==> src/rtl/ctrl_conv_input_if.sv <==
// Handshake and memory-write bundle of the convolution input controller.
// slave: controller side; master: upstream producer / memories / output controller side.
interface ctrl_conv_input_if #(
  parameter int unsigned T                = 8,
  parameter int unsigned X_MEM_ADDR_WIDTH = 3,
  parameter int unsigned F_MEM_ADDR_WIDTH = 2
);
  // X stream
  logic [T-1:0]                s_data_in_x;
  logic                        s_valid_x;
  logic                        s_ready_x;
  // F stream
  logic [T-1:0]                s_data_in_f;
  logic                        s_valid_f;
  logic                        s_ready_f;
  // X_mem write port
  logic                        x_wr_en;
  logic [X_MEM_ADDR_WIDTH-1:0] x_addr;
  logic [T-1:0]                x_data;
  // F_mem write port
  logic                        f_wr_en;
  logic [F_MEM_ADDR_WIDTH-1:0] f_addr;
  logic [T-1:0]                f_data;
  // Convolution control
  logic                        conv_start;
  logic                        conv_done;

  modport slave (
    input  s_data_in_x, s_valid_x, s_data_in_f, s_valid_f, conv_done,
    output s_ready_x, s_ready_f, x_wr_en, x_addr, x_data, f_wr_en, f_addr, f_data, conv_start
  );

  modport master (
    output s_data_in_x, s_valid_x, s_data_in_f, s_valid_f, conv_done,
    input  s_ready_x, s_ready_f, x_wr_en, x_addr, x_data, f_wr_en, f_addr, f_data, conv_start
  );
endinterface

==> src/rtl/ctrl_conv_input.sv <==
// Input-side controller of the convolution datapath: loads F_mem and X_mem from two
// independent streams, then holds conv_start until the output side reports conv_done.
module ctrl_conv_input #(
  parameter int unsigned F_MEM_SIZE       = 4,
  parameter int unsigned X_MEM_SIZE       = 8,
  parameter int unsigned X_MEM_ADDR_WIDTH = 3,
  parameter int unsigned F_MEM_ADDR_WIDTH = 2,
  parameter int unsigned T                = 8
) (
  input logic              clk,
  input logic              reset_n,
  ctrl_conv_input_if.slave conv_if
);

  // Counters carry one extra bit so they can hold the full memory size.
  localparam int unsigned XCntW = X_MEM_ADDR_WIDTH + 1;
  localparam int unsigned FCntW = F_MEM_ADDR_WIDTH + 1;

  localparam logic [XCntW-1:0] XSize = XCntW'(X_MEM_SIZE);
  localparam logic [FCntW-1:0] FSize = FCntW'(F_MEM_SIZE);
  localparam logic [XCntW-1:0] XLast = XCntW'(X_MEM_SIZE - 1);
  localparam logic [FCntW-1:0] FLast = FCntW'(F_MEM_SIZE - 1);
  localparam logic [XCntW-1:0] XOne  = XCntW'(1);
  localparam logic [FCntW-1:0] FOne  = FCntW'(1);

  typedef enum logic [0:0] {StLoad, StRun} state_e;

  state_e             state_q, state_d;
  logic [XCntW-1:0]   x_cnt_q, x_cnt_d;
  logic [FCntW-1:0]   f_cnt_q, f_cnt_d;

  logic               x_ready, f_ready;
  logic               x_hs, f_hs;
  logic               x_full, f_full;

  // Readies, handshakes and "memory full after this cycle" detection.
  always_comb begin
    x_ready = (state_q == StLoad) && (x_cnt_q < XSize);
    f_ready = (state_q == StLoad) && (f_cnt_q < FSize);
    x_hs    = conv_if.s_valid_x && x_ready;
    f_hs    = conv_if.s_valid_f && f_ready;
    // Full either already, or completed by the handshake happening this cycle.
    x_full  = (x_cnt_q == XSize) || (x_hs && (x_cnt_q == XLast));
    f_full  = (f_cnt_q == FSize) || (f_hs && (f_cnt_q == FLast));
  end

  // State register.
  always_ff @(posedge clk or negedge reset_n) begin
    if (!reset_n) begin
      state_q <= StLoad;
    end else begin
      state_q <= state_d;
    end
  end

  // Next-state logic: leave LOAD once both memories are full, return on conv_done.
  always_comb begin
    state_d = state_q;
    unique case (state_q)
      StLoad: if (x_full && f_full) state_d = StRun;
      StRun:  if (conv_if.conv_done) state_d = StLoad;
      default: state_d = StLoad;
    endcase
  end

  // Counter next-state: count accepted words, clear when the convolution finishes.
  always_comb begin
    x_cnt_d = x_cnt_q;
    f_cnt_d = f_cnt_q;
    if ((state_q == StRun) && conv_if.conv_done) begin
      x_cnt_d = '0;
      f_cnt_d = '0;
    end else begin
      if (x_hs) x_cnt_d = x_cnt_q + XOne;
      if (f_hs) f_cnt_d = f_cnt_q + FOne;
    end
  end

  // Counter registers.
  always_ff @(posedge clk or negedge reset_n) begin
    if (!reset_n) begin
      x_cnt_q <= '0;
      f_cnt_q <= '0;
    end else begin
      x_cnt_q <= x_cnt_d;
      f_cnt_q <= f_cnt_d;
    end
  end

  // Outputs: zero-latency write path; conv_start decoded from the registered state.
  always_comb begin
    conv_if.s_ready_x  = x_ready;
    conv_if.s_ready_f  = f_ready;
    conv_if.x_wr_en    = x_hs;
    conv_if.x_addr     = x_cnt_q[X_MEM_ADDR_WIDTH-1:0];
    conv_if.x_data     = conv_if.s_data_in_x;
    conv_if.f_wr_en    = f_hs;
    conv_if.f_addr     = f_cnt_q[F_MEM_ADDR_WIDTH-1:0];
    conv_if.f_data     = conv_if.s_data_in_f;
    conv_if.conv_start = (state_q == StRun);
  end

endmodule

==> src/flat_wrapper.sv <==
// flat-port wrapper written by rule: the top's interface ports become plain ports
module ctrl_conv_input_flat 
#(
  parameter int unsigned F_MEM_SIZE       = 4,
  parameter int unsigned X_MEM_SIZE       = 8,
  parameter int unsigned X_MEM_ADDR_WIDTH = 3,
  parameter int unsigned F_MEM_ADDR_WIDTH = 2,
  parameter int unsigned T                = 8
)
  (clk, reset_n, conv_if_s_data_in_x, conv_if_s_valid_x, conv_if_s_data_in_f, conv_if_s_valid_f, conv_if_conv_done, conv_if_s_ready_x, conv_if_s_ready_f, conv_if_x_wr_en, conv_if_x_addr, conv_if_x_data, conv_if_f_wr_en, conv_if_f_addr, conv_if_f_data, conv_if_conv_start);
  ctrl_conv_input_if #(.T(T), .X_MEM_ADDR_WIDTH(X_MEM_ADDR_WIDTH), .F_MEM_ADDR_WIDTH(F_MEM_ADDR_WIDTH)) conv_if_i ();
  input logic clk;
  input logic reset_n;
  input wire logic [$bits(conv_if_i.s_data_in_x)-1:0] conv_if_s_data_in_x;
  input wire logic [$bits(conv_if_i.s_valid_x)-1:0] conv_if_s_valid_x;
  input wire logic [$bits(conv_if_i.s_data_in_f)-1:0] conv_if_s_data_in_f;
  input wire logic [$bits(conv_if_i.s_valid_f)-1:0] conv_if_s_valid_f;
  input wire logic [$bits(conv_if_i.conv_done)-1:0] conv_if_conv_done;
  output wire logic [$bits(conv_if_i.s_ready_x)-1:0] conv_if_s_ready_x;
  output wire logic [$bits(conv_if_i.s_ready_f)-1:0] conv_if_s_ready_f;
  output wire logic [$bits(conv_if_i.x_wr_en)-1:0] conv_if_x_wr_en;
  output wire logic [$bits(conv_if_i.x_addr)-1:0] conv_if_x_addr;
  output wire logic [$bits(conv_if_i.x_data)-1:0] conv_if_x_data;
  output wire logic [$bits(conv_if_i.f_wr_en)-1:0] conv_if_f_wr_en;
  output wire logic [$bits(conv_if_i.f_addr)-1:0] conv_if_f_addr;
  output wire logic [$bits(conv_if_i.f_data)-1:0] conv_if_f_data;
  output wire logic [$bits(conv_if_i.conv_start)-1:0] conv_if_conv_start;
  assign conv_if_i.s_data_in_x = conv_if_s_data_in_x;
  assign conv_if_i.s_valid_x = conv_if_s_valid_x;
  assign conv_if_i.s_data_in_f = conv_if_s_data_in_f;
  assign conv_if_i.s_valid_f = conv_if_s_valid_f;
  assign conv_if_i.conv_done = conv_if_conv_done;
  assign conv_if_s_ready_x = conv_if_i.s_ready_x;
  assign conv_if_s_ready_f = conv_if_i.s_ready_f;
  assign conv_if_x_wr_en = conv_if_i.x_wr_en;
  assign conv_if_x_addr = conv_if_i.x_addr;
  assign conv_if_x_data = conv_if_i.x_data;
  assign conv_if_f_wr_en = conv_if_i.f_wr_en;
  assign conv_if_f_addr = conv_if_i.f_addr;
  assign conv_if_f_data = conv_if_i.f_data;
  assign conv_if_conv_start = conv_if_i.conv_start;
  ctrl_conv_input #(.F_MEM_SIZE(F_MEM_SIZE), .X_MEM_SIZE(X_MEM_SIZE), .X_MEM_ADDR_WIDTH(X_MEM_ADDR_WIDTH), .F_MEM_ADDR_WIDTH(F_MEM_ADDR_WIDTH), .T(T)) u_core (.clk(clk), .reset_n(reset_n), .conv_if(conv_if_i));
endmodule
==> config.mk <==
export PLATFORM = sky130hd
export DESIGN_NAME = ctrl_conv_input_flat
export DESIGN_NICKNAME = d
export VERILOG_FILES = /design/src/rtl/ctrl_conv_input_if.sv /design/src/rtl/ctrl_conv_input.sv /design/src/flat_wrapper.sv
export SDC_FILE = /design/constraint.sdc
export NUM_CORES = 1
export LEC_CHECK = 0
export CAP_MARGIN = 20
export CORE_UTILIZATION = 35
export CTS_BUF_LIST = sky130_fd_sc_hd__clkbuf_8
export CTS_CLUSTER_SIZE = 24
export DETAILED_ROUTE_END_ITERATION = 12
export PLACE_DENSITY = 0.88
export SLEW_MARGIN = 15
export SYNTH_ARGS = -nofsm -noshare
export SYNTH_HDL_FRONTEND = slang
export SYNTH_SLANG_ARGS = --single-unit
==> constraint.sdc <==
create_clock -name clk -period 1.8 [get_ports clk]
set_clock_uncertainty 0.15 [all_clocks]
set_input_delay 0.36 -clock clk [delete_from_list [all_inputs] [get_ports clk]]
set_output_delay 0.36 -clock clk [all_outputs]
set_load 0.02 [all_outputs]
---- Word level (Yosys, flattened, before mapping) ----
Cells that the tools add are included.
storage, ports and cells
  ROM bits ................................ 0
  output and inout bits ................... 26
  memories ................................ 0
  memory bits (writable) .................. 0
  bits of input ports ..................... 21
  latch bits .............................. 0
  flip-flop bits (word level) ............. 8
  logic and storage cells ................. 31
operators by class
  mux-type cells .......................... 7
  multipliers ............................. 0
  reduce and logical (&&, ||, !) cells .... 12
  bitwise operators ....................... 1
  shift-type cells ........................ 0
  div/mod/pow operators ................... 0
  $lt $le $gt $ge ......................... 2
  $add $sub $neg .......................... 2
  equality and inequality tests ........... 4
operator list
  kind                                            number
  logical AND 1 bit                               8
  two-way mux 4 bit                               2
  two-way mux 3 bit                               2
  adder 4 x 1 -> 4 bit (second input constant)    1
  == test 4 x 3 -> 1 bit (second input constant)  1
  == test 4 bit (second input constant)           1
  < comparator 4 bit (second input constant)      1
  nonzero test 2 bit                              2
  adder 3 x 1 -> 3 bit (second input constant)    1
  == test 3 x 2 -> 1 bit (second input constant)  1
  == test 3 bit (second input constant)           1
  < comparator 3 bit (second input constant)      1
  logical OR 1 bit                                2
  two-way mux 1 bit                               2
  case mux 1 bit (2 select lines)                 1
  NOT 1 bit                                       1

---- Longest topological paths before layout ----
  depth in word-level cells ............... 8
  mapped depth ............................ 5
  gate-level depth less buffers ........... 5

---- Worst setup path before layout ----
No wires, ideal clock.
  kind .................................... register -> output
  start point ............................. register u_core.state_q, in the netlist u_core.conv_if.conv_start
  end point ............................... output port conv_if_s_ready_f
  buffers on the path ..................... 1
  path slack .............................. 0.297 ns
  arrival time ............................ 0.993 ns
  stages on the path, launching flop included .. 3
  required time ........................... 1.290 ns
  cells stage by stage .................... dfrtp_1 buf_4 nor2_1
on the way
  word-level cells in the longest chain between the ends .. 2
RTL lines
  item                    line                   source
  from (decl)             ctrl_conv_input.sv:28  state_e state_q, state_d;
  from (signal assigned)  ctrl_conv_input.sv:50  state_q <= StLoad;
  from (signal assigned)  ctrl_conv_input.sv:52  state_q <= state_d;
  NOT 1 bit               ctrl_conv_input.sv:39  f_ready = (state_q == StLoad) && (f_cnt_q < FSize);
  logical AND 1 bit       ctrl_conv_input.sv:39
  to (decl)               flat_wrapper.sv:20     output wire logic [$bits(conv_if_i.s_ready_f)-1:0] conv_if_s_ready_f;
Every way passes these cells.

---- Worst setup path in the final report ----
  start point ............................. register u_core.state_q, in the netlist u_core.conv_if.conv_start
  end point ............................... output port conv_if_s_ready_x
on the way
  word-level cells in the longest chain between the ends .. 2
RTL lines
  item               line                   source
  NOT 1 bit          ctrl_conv_input.sv:38  x_ready = (state_q == StLoad) && (x_cnt_q < XSize);
  logical AND 1 bit  ctrl_conv_input.sv:38
  to (decl)          flat_wrapper.sv:19     output wire logic [$bits(conv_if_i.s_ready_x)-1:0] conv_if_s_ready_x;
Every way passes these cells.

==> flow_metrics.py <==
metrics = {
    "global_route": {
        "grt_usage": 0.1482,
        "grt_max_degree": 9,
        "grt_remaining_overflow": 0,
        "grt_pass1_vias": 442,
        "antenna_found_initial": 0,
        "grt_pass1_wl_mm": 1.959,
    },
    "synthesis": {
        "synth.distinct_cells": 24,
        "yosysSeqAreaShare": 0.3089,
        "syn-instance-count": 67,
        "netlist_area_um2": 648.1,
        "syn-mean-instance-area_um2": 9.673,
        "yosys_warnings": 0,
        "ys_seq_elements": 8,
        "syn-num-nets": 93,
    },
    "floorplanning": {
        "ioPinCount": 47,
        "start_util": 0.3754,
        "die-width_um": 45.03,
        "fp.dieArea_um2": 2028,
        "coreArea_um2": 1727,
        "rows": 15,
        "fp.dieH_um": 45.03,
    },
    "worst_setup_path": {
        "endpoint": "conv_if_s_ready_x",
        "r2r-start": "u_core.f_cnt_q[0]",
        "start_kind": "flop",
        "r2r-end": "u_core.conv_if.conv_start",
        "critical_path_class": "reg -> out",
        "cp_data_arrival_time_ps": 1230,
        "reg2reg_setup_slack_ps": 350,
        "timing.critical_path.max_delay_family": "buffers and inverters",
        "endpoint_kind": "output port",
        "crit_path_cell_trace": "buf_4 -> nor2_1 -> dlygate4sd2_1",
        "critPathRequiredTime_ps": 1290,
        "slowest_delay_ps": 440,
        "worstPathMaxFanout": 5,
        "crit_start": "u_core.conv_if.conv_start",
        "reg2reg_depth": 4,
        "worstPathBufferInverterCount": 2,
        "cp.depth": 3,
        "cp_slowest_cell": "dfrtp_2",
    },
    "clocking": {
        "root_buffer": "clkbuf_8",
        "clkLatencyLatePin_ps": 230,
        "clk_path_buf_depth": 2,
        "hold_buffers": 0,
        "postCtsSetupRepairBufs": 0,
        "clock_sinks": 8,
        "cts_tree": "yes",
        "cts_buffers": 3,
        "cts.htree.levels": 1,
        "cts.clk_slew.worst_paths_ps": 40,
    },
    "sta": {
        "setup_violations": 0,
        "worst_pin_slew_ps": 374.0,
        "maxClockFrequency_mhz": 573.7,
        "period_share": 0.9684,
        "finalMaxSlewViolations": 0,
        "rsz0062_at_grt": "no",
        "maxSlewHeadroom": 0.7499,
        "hold_viol_final": 0,
        "period_minus_slack_ps": 1743,
    },
    "placed_design": {
        "placed_area_um2": 714.4,
        "hpwl_um": 959.5,
        "place_inst": 92,
        "gp_congestion": 0.7766,
        "io_buffers": 14,
    },
    "pwr": {
        "p_switching_uw": 558.8,
        "ir_worst_vdd_mv": 0.6394,
        "combPwrFrac": 0.558,
        "internal_power_uw": 799.8,
        "pwr-share-clk": 0.158,
        "swShare": 0.4113,
        "seqPwrFrac": 0.285,
        "power.leakage_uw": 0.0004341,
        "power_density_nw_per_um2": 1780,
    },
    "cells_and_area": {
        "syn_to_final_growth_pct": 17.76,
        "stdcell_count": 95,
        "final_area_um2": 763.2,
        "antenna_cells": 0,
        "drive_above_1_share": 0.2857,
        "fin_nets": 98,
    },
    "drt": {
        "drc": 0,
        "ant_nets": 0,
        "drtIter0Drc": 2,
        "drtPass1Iterations": 2,
        "wire_per_inst_um": 13.32,
        "avgViaCountPerCell": 4.547,
        "via_count": 432,
        "routed_wirelength_mm": 1.265,
    },
    "hold_path": {
        "hp-class": "in -> async",
    },
    "flow_run": {
        "cap_viol_max_count": 0,
    },
    "status": {
        "outcome": "finished clean",
    },
}
==> per-stage QoR <==
step / setup WS [ps] / power [µW] / util / hold WS [ps] / setup TNS, ps
after floorplan: 297.4 / 938.6 / - / -85.59 / 0
after global placement: -460.7 / 1134 / 0.4138 / 392.9 / -797.4
after detailed placement: -448.9 / 1181 / 0.4138 / 422.0 / -816.2
after CTS: -19.67 / 1372 / 0.4304 / 273.5 / -19.67
after global routing: 4.088 / 1469 / 0.4420 / 292.6 / 0
final: 56.94 / 1359 / 0.4420 / 263.6 / 0
==> power by group through the flow <==
| stage | sequential, µW | clock, µW | combinational (µW) |
|---|---|---|---|
| floorplan | 373 | 0 | 566 |
| global placement | 375 | 0 | 759 |
| detailed placement | 384 | 0 | 797 |
| CTS | 386 | 221 | 765 |
| global route | 398 | 239 | 832 |
| finish | 387 | 214 | 758 |
==> worst min-delay path by stage <==
stage / to / cells after the start / slack [ps] / start
floorplan: u_core.conv_if.conv_start / 0 / -90 / reset_n
global placement: u_core.x_cnt_q[2] / 1 / 390 / u_core.x_cnt_q[2]
detailed placement: u_core.x_cnt_q[1] / 1 / 420 / u_core.x_cnt_q[1]
CTS: u_core.x_cnt_q[1] / 1 / 270 / reset_n
global route: u_core.x_cnt_q[0] / 1 / 290 / reset_n
finish: u_core.x_cnt_q[1] / 1 / 260 / reset_n
==> metal layers <==
layer / GRT usage / share of wire / vias up
met5: 0 / 0 / -
met4: 0.1273 / 0.030 / 0
met3: 0.08000 / 0.10 / 4
met2: 0.2029 / 0.49 / 14
met1: 0.1654 / 0.38 / 200
li1: - / - / 214
==> timing repair <==
item                                   in CTS  in global routing
setup endpoints to repair                   5                  5
endpoints found under the hold margin       0                  0
pin swaps                                   0                  0
resized for setup                          12                  7
==> cell usage after synthesis, drive strengths merged <==
library cell / count / area [µm²]
and3b: 1 / 8.760
o21ai: 2 / 10.01
a22o: 1 / 8.760
dfrtp: 8 / 200.2
mux2i: 1 / 10.01
a41oi: 1 / 8.760
a21o: 1 / 7.510
nand2b: 1 / 8.760
a211oi: 1 / 7.510
inv: 7 / 26.28
a31oi: 1 / 6.260
nor2b: 2 / 15.02
ha: 5 / 62.56
mux2: 2 / 26.27
o22ai: 3 / 18.77
and2b: 1 / 10.01
a21oi: 2 / 10.01
a221oi: 1 / 8.760
buf: 22 / 165.2
nor3b: 1 / 12.51
a311oi: 1 / 8.760
nor2: 2 / 7.510
==> placed cells by master (no fill, tap or decap), drive strengths merged, types with 2 or more instances in the layout <==
cell,n
o22ai,3
clkbuf,3
dfrtp,8
nor2b,2
clkdlybuf4s50,4
dlygate4sd2,3
mux2,2
ha,5
dlymetal6s2s,5
buf,10
inv,7
nor2,2
o21ai,2
a21oi,2
==> logic make-up after synthesis <==
kind of cell / synth area share
buffers and inverters: 0.2954
AOI/OAI and AO/OA: 0.1467
and+or+nand+nor: 0.09654
DFF: 0.3089
adders and majority gates: 0.09653
muxes: 0.05598
==> layout make-up <==
cell class	instances	area, µm²
Tap cell	25	31.28
Multi-Input combinational cell	30	261.5
Fill cell	170	963.4
Inverter	7	26.28
Timing Repair Buffer	22	201.4
Clock buffer	3	41.29
Sequential cell	8	201.4
==> sequential cells by signal (all words and copies together), names as in the netlist <==
signal                     count
u_core.x_cnt_q                 4
u_core.conv_if.conv_start      1
u_core.f_cnt_q                 3
Note: power is estimated with default switching activity, not from simulation.
